### src/rtl/prelude_pkg.sv
// Shared types and constants for the Prelude CPU:
// instruction classes, ALU ops, branch conditions, FSM states.
package prelude_pkg;

    typedef enum logic [1:0] {
        CLS_IMM    = 2'b00,
        CLS_CALC   = 2'b01,
        CLS_COPY   = 2'b10,
        CLS_BRANCH = 2'b11
    } cls_e;

    typedef enum logic {
        ST_FETCH = 1'b0,
        ST_EXEC  = 1'b1
    } state_e;

    localparam logic [5:0] OP_OR   = 6'd0;
    localparam logic [5:0] OP_NAND = 6'd1;
    localparam logic [5:0] OP_NOR  = 6'd2;
    localparam logic [5:0] OP_AND  = 6'd3;
    localparam logic [5:0] OP_ADD  = 6'd4;
    localparam logic [5:0] OP_SUB  = 6'd5;
    localparam logic [5:0] OP_XOR  = 6'd6;
    localparam logic [5:0] OP_SHL  = 6'd7;
    localparam logic [5:0] OP_SHR  = 6'd8;
    localparam logic [5:0] OP_ASR  = 6'd9;

    localparam logic [2:0] CC_NEVER = 3'd0;
    localparam logic [2:0] CC_EQZ   = 3'd1;
    localparam logic [2:0] CC_LTZ   = 3'd2;
    localparam logic [2:0] CC_LEZ   = 3'd3;
    localparam logic [2:0] CC_ALWAYS = 3'd4;
    localparam logic [2:0] CC_NEZ   = 3'd5;
    localparam logic [2:0] CC_GEZ   = 3'd6;
    localparam logic [2:0] CC_GTZ   = 3'd7;

    localparam logic [2:0] REG_IO = 3'd7;

endpackage

### src/rtl/prelude_alu.sv
// Combinational ALU (r1 op r2) and branch-condition evaluator on r3.
// Shifts by DATA_W or more saturate to zero / sign fill.
module prelude_alu
    import prelude_pkg::*;
#(
    parameter int DATA_W = 8
) (
    input  logic [DATA_W-1:0] a,
    input  logic [DATA_W-1:0] b,
    input  logic [5:0]        op,
    input  logic [DATA_W-1:0] cval,
    input  logic [2:0]        cc,
    output logic [DATA_W-1:0] result,
    output logic              cond_true
);

    logic                     shift_big;
    logic signed [DATA_W-1:0] a_s;
    logic [DATA_W-1:0]        asr_v;
    logic                     zero;
    logic                     neg;

    always_comb begin
        shift_big = 32'(b) >= 32'(DATA_W);
        a_s       = a;
        asr_v     = a_s >>> b;
        result    = '0;
        unique case (op)
            OP_OR:   result = a | b;
            OP_NAND: result = ~(a & b);
            OP_NOR:  result = ~(a | b);
            OP_AND:  result = a & b;
            OP_ADD:  result = a + b;
            OP_SUB:  result = a - b;
            OP_XOR:  result = a ^ b;
            OP_SHL:  result = shift_big ? '0 : (a << b);
            OP_SHR:  result = shift_big ? '0 : (a >> b);
            OP_ASR:  result = shift_big ? {DATA_W{a[DATA_W-1]}} : asr_v;
            default: result = '0;
        endcase
    end

    always_comb begin
        zero      = (cval == '0);
        neg       = cval[DATA_W-1];
        cond_true = 1'b0;
        unique case (cc)
            CC_NEVER:  cond_true = 1'b0;
            CC_EQZ:    cond_true = zero;
            CC_LTZ:    cond_true = neg;
            CC_LEZ:    cond_true = neg | zero;
            CC_ALWAYS: cond_true = 1'b1;
            CC_NEZ:    cond_true = ~zero;
            CC_GEZ:    cond_true = ~neg;
            CC_GTZ:    cond_true = ~neg & ~zero;
            default:   cond_true = 1'b0;
        endcase
    end

endmodule

### src/rtl/prelude_core.sv
// Prelude CPU: two-state fetch/exec FSM, r0..r6 register file,
// r7 mapped to a valid/ready input stream and 1-entry output buffer.
module prelude_core
    import prelude_pkg::*;
#(
    parameter int                DATA_W   = 8,
    parameter int                ADDR_W   = 8,
    parameter logic [ADDR_W-1:0] RESET_PC = '0
) (
    input  logic              clk,
    input  logic              reset,
    output logic              imem_req,
    output logic [ADDR_W-1:0] imem_addr,
    input  logic              imem_ack,
    input  logic [7:0]        imem_data,
    input  logic [DATA_W-1:0] io_in,
    input  logic              io_in_valid,
    output logic              io_in_ready,
    output logic [DATA_W-1:0] io_out,
    output logic              io_out_valid,
    input  logic              io_out_ready,
    output logic              retire
);

    state_e            state_q, state_d;
    logic [ADDR_W-1:0] pc_q, pc_d;
    logic [7:0]        ir_q, ir_d;
    logic [DATA_W-1:0] regs_q [7];
    logic [DATA_W-1:0] regs_d [7];
    logic [DATA_W-1:0] io_out_q, io_out_d;
    logic              io_out_valid_q, io_out_valid_d;
    logic              retire_q, retire_d;

    cls_e              cls;
    logic [2:0]        src;
    logic [2:0]        dst;
    logic              src_io;
    logic              dst_io;
    logic              is_exec;
    logic              in_ok;
    logic              out_ok;
    logic              done;
    logic [DATA_W-1:0] copy_val;
    logic [DATA_W-1:0] alu_res;
    logic              cond_true;

    prelude_alu #(
        .DATA_W(DATA_W)
    ) u_alu (
        .a        (regs_q[1]),
        .b        (regs_q[2]),
        .op       (ir_q[5:0]),
        .cval     (regs_q[3]),
        .cc       (ir_q[2:0]),
        .result   (alu_res),
        .cond_true(cond_true)
    );

    always_comb begin
        cls     = cls_e'(ir_q[7:6]);
        src     = ir_q[5:3];
        dst     = ir_q[2:0];
        src_io  = (src == REG_IO);
        dst_io  = (dst == REG_IO);
        is_exec = (state_q == ST_EXEC);
        in_ok   = ~src_io | io_in_valid;
        out_ok  = ~dst_io | ~io_out_valid_q | io_out_ready;
        done    = is_exec & ((cls != CLS_COPY) | (in_ok & out_ok));
        // a 7->7 copy only pulls input when the output can take it
        io_in_ready = is_exec & (cls == CLS_COPY) & src_io & out_ok;
        copy_val    = '0;
        if (src_io) begin
            copy_val = io_in;
        end else begin
            copy_val = regs_q[src];
        end
    end

    always_comb begin
        state_d        = state_q;
        pc_d           = pc_q;
        ir_d           = ir_q;
        regs_d         = regs_q;
        io_out_d       = io_out_q;
        io_out_valid_d = io_out_valid_q;
        retire_d       = 1'b0;

        if (io_out_valid_q && io_out_ready) begin
            io_out_valid_d = 1'b0;
        end

        unique case (state_q)
            ST_FETCH: begin
                if (imem_ack) begin
                    ir_d    = imem_data;
                    state_d = ST_EXEC;
                end
            end
            ST_EXEC: begin
                if (done) begin
                    state_d  = ST_FETCH;
                    retire_d = 1'b1;
                    pc_d     = pc_q + ADDR_W'(1);
                    unique case (cls)
                        CLS_IMM:  regs_d[0] = DATA_W'(ir_q[5:0]);
                        CLS_CALC: regs_d[3] = alu_res;
                        CLS_COPY: begin
                            if (dst_io) begin
                                io_out_d       = copy_val;
                                io_out_valid_d = 1'b1;
                            end else begin
                                regs_d[dst] = copy_val;
                            end
                        end
                        CLS_BRANCH: begin
                            if (cond_true) begin
                                pc_d = ADDR_W'(regs_q[0]);
                            end
                        end
                        default: ;
                    endcase
                end
            end
            default: state_d = ST_FETCH;
        endcase
    end

    always_ff @(posedge clk or negedge reset) begin
        if (!reset) begin
            state_q        <= ST_FETCH;
            pc_q           <= RESET_PC;
            ir_q           <= '0;
            regs_q         <= '{default: '0};
            io_out_q       <= '0;
            io_out_valid_q <= 1'b0;
            retire_q       <= 1'b0;
        end else begin
            state_q        <= state_d;
            pc_q           <= pc_d;
            ir_q           <= ir_d;
            regs_q         <= regs_d;
            io_out_q       <= io_out_d;
            io_out_valid_q <= io_out_valid_d;
            retire_q       <= retire_d;
        end
    end

    assign imem_req     = (state_q == ST_FETCH);
    assign imem_addr    = pc_q;
    assign io_out       = io_out_q;
    assign io_out_valid = io_out_valid_q;
    assign retire       = retire_q;

endmodule

### config.mk
export PLATFORM = sky130hd
export DESIGN_NAME = prelude_core
export DESIGN_NICKNAME = d
export VERILOG_FILES = /design/src/rtl/prelude_pkg.sv /design/src/rtl/prelude_alu.sv /design/src/rtl/prelude_core.sv
export SDC_FILE = /design/constraint.sdc
export NUM_CORES = 1
export LEC_CHECK = 0
export ABC_AREA = 1
export CELL_PAD_IN_SITES_DETAIL_PLACEMENT = 1
export CELL_PAD_IN_SITES_GLOBAL_PLACEMENT = 1
export CORE_AREA = 2 2 113 137
export CTS_CLUSTER_SIZE = 8
export DETAILED_ROUTE_END_ITERATION = 10
export DIE_AREA = 0 0 115 139
export PLACE_DENSITY = 0.89
export SYNTH_ARGS = -nofsm -noshare
export SYNTH_HDL_FRONTEND = slang
export SYNTH_SLANG_ARGS = --single-unit
export TNS_END_PERCENT = 20
### constraint.sdc
create_clock -name clk -period 3.6 [get_ports clk]
set_clock_uncertainty 0.1 [all_clocks]
set_input_delay 0.9 -clock clk [delete_from_list [all_inputs] [get_ports clk]]
set_output_delay 0.9 -clock clk [all_outputs]
set_load 0.03 [all_outputs]
==> metrics <==
async set-reset flop share out of synthesis=100%; RSZ-0062 raised after global routing=no; Clk network pwr share=17.6%; endpoints failing setup=0; dpl cells=1,115; count of different cell masters after synthesis=51; Crit. End Element=output pin; CTS buffer count=9; r2r worst-path depth=16; Critical Path RT=2.60 ns; die area=0.0160 mm^2; root buffer cell=clkbuf_16; Syn Inst Count=913; Final HPWL DP=17,000 um; Internal=0.00267 W; crit path time final=3.19 ns; Initial DRC Count=433; placement row count=49; Core Util, Final=48.8%; fmax=314 MHz; post-route ant nets=0; CP endpoint=io_in_ready; H-tree depth=3; final wirelength=22,800 um; Syn Area/Cell=6.95 um^2; grt total ovfl=0; Setup Total Neg Slack=0 ns; Seq pwr share=32.3%; top-area cell type share of the netlist area=32.7%; Max Slew Vio Count=0; TritonCTS clock tree=done; vias in the first global route=6,774; Synth Net Count=960; Worst-Skew Late Latency=0.35 ns; P per Cell Area=711 mW/mm^2; Nets=995; crit-path max cell delay=0.38 ns; final cell count without fillers=1,131; Hold Slack=0.404 ns; Lkg Pwr=3.40 nW; Yosys reg bits=83; reg2reg setup slack=0.52 ns; Remaining DRCs=0; Critical-path top delay cell=nand3_1; fillcell total=1,925; critical path cell sequence=buf_4 -> nand3_1 -> inv_1 -> nand2_1 -> nor3_1 -> buf_4; drt pass-1 iters=7; Die Ht=139 um; pre-CTS setup slack=0.636 ns; global-route wire length before repair=36,200 um; Post-CTS Setup Bufs=0; PortBufs=40; Switch Pwr=0.00243 W; dominant synthesized flop cell=dfrtp_1; reg2reg end=regs_q[29]; crit path DAT=2.19 ns; Slew @ Worst Pin=0.788 ns; Ant. Diodes=0; Ports=41; YS warnings=0; cell accounting for the most synthesized area=dfrtp_1; crit path launch type=flop; crit path max fanout=38; post-layout worst setup margin=0.414 ns; largest net degree at the start of global routing=84; Post-synth top cells=nand2_1 (228), inv_1 (99), nand3_1 (95), dfrtp_1 (83), nor2_1 (73); Worst VDD drop=0.000461 V; drt via density=5.84; Crit Path Class=flop to output pin; Max-slew headroom=47.2%; post-synthesis sequential area ratio=32.7%; total track usage=29.2%; clk sinks=83; Logic pwr share=50.1%; Reg clk slew, reported paths=0.06 ns; number of flops mapped to enable cells by yosys=0; max_cap viols=0; Net Sw Frac=47.7%; top cells by area, synth=dfrtp_1 (33%), nand2_1 (13%), nand3_1 (7.5%), inv_1 (5.9%), ha_1 (4.9%); count leader, synth=nand2_1; Crit path top cell by count=buf_4; core box area=0.0147 mm^2; part of the cycle the worst path needs=88.5%; Area Growth Syn to Fin=13.1%; Hold Crit Class=flop to flop; die width=115 um; Starting Density=43.1%; status=complete, no violations; r2r startpoint=ir_q[4]; share of layout cells above drive strength 1=9.76%; Syn Std Cell Area=0.00634 mm^2; crit path from=ir_q[3]; RD Place Congestion=0.972; WL per Instance=20.2 um; post-CTS sizing=0; CTS Buffer Depth=2; number of antenna violations at the first check in global routing=0; hold buffers post-CTS=0; detailed-route via count=6,604; Final Hold Viols=0
-- layer usage --
layer / part of all wire [%] / GRT usage (%)
met3: 4.0 / 3.10
met5: 0 / 0
met2: 50 / 50.0
met4: 5.0 / 14.8
met1: 41 / 36.0
-- final cells by class --
class	count	area [um^2]	share of cell area, %
multi-input cells	681	3610	50.3
flip-flops and latches	83	2080	28.9
repair buffers	57	536	7.46
inverters	116	449	6.26
clock buffers	12	256	3.57
well taps	178	223	3.10
clock inverters	4	25.0	0.349
-- critical path: cells and delay by family, from the launching register on --
kind	cells	cell delay (ns)
buffers and inverters	3	0.87
DFF	1	0.34
and+or+nand+nor	3	0.61
-- per-stage QoR --
stage,cell area (um^2),total power [W]
after floorplan,6340,0.00322
after global placement,6890,0.00406
after detailed placement,6890,0.00415
after CTS,7180,0.00508
after global routing,7180,0.00543
final,7180,0.00510
-- registers in the layout, summed over array words and instances, names as in the netlist --
register	flops
imem_addr	8
io_out	8
io_out_valid	1
ir_q	8
is_exec	1
regs_q	56
retire	1
-- worst min path at each step --
stage               startpoint    endpoint  slack (ns)  cells past startpoint
floorplan           regs_q[50]  regs_q[50]        0.37                      2
global placement     io_out[7]   io_out[7]        0.38                      2
detailed placement   io_out[6]   io_out[6]        0.38                      2
CTS                  io_out[4]   io_out[4]        0.41                      2
global route         io_out[6]   io_out[6]        0.44                      2
finish               io_out[6]   io_out[6]        0.40                      2
-- power by group through the flow --
stage                     Combinational (W)  Sequential (W)  Clock, W
after floorplan                     0.00153         0.00168         0
after global placement              0.00242         0.00163         0
after detailed placement            0.00251         0.00164         0
after CTS                           0.00254         0.00163  0.000903
after global routing                0.00281         0.00168  0.000936
final                               0.00256         0.00165  0.000900
-- layout by cell type (no fill, tap or decap), drive strengths merged, types with 6 or more instances in the layout --
| master | netlist | final |
|---|---|---|
| nand2 | 239 | 239 |
| inv | 110 | 110 |
| nand3 | 96 | 96 |
| nor2 | 88 | 88 |
| dfrtp | 83 | 83 |
| o21ai | 82 | 82 |
| a21oi | 59 | 59 |
| clkdlybuf4s50 | 0 | 38 |
| ha | 25 | 25 |
| nand4 | 20 | 20 |
| buf | 20 | 19 |
| o211ai | 12 | 12 |
| clkbuf | 13 | 12 |
| xor2 | 10 | 10 |
| nor3 | 10 | 10 |
| clkinv | 6 | 8 |
| o221ai | 7 | 7 |
| a21boi | 6 | 6 |
-- cell families (layout without fill, tap and decap cells) --
family	after synthesis	in the layout	synth area share [%]
simple gates	463	463	33.3
compound gates	179	179	16.5
buf+inv	149	189	10.4
flops	83	83	32.7
fa+ha+maj	26	26	5.25
xor+xnor	12	12	1.66
mux	1	1	0.178
(Power assumes the default switching activity.)
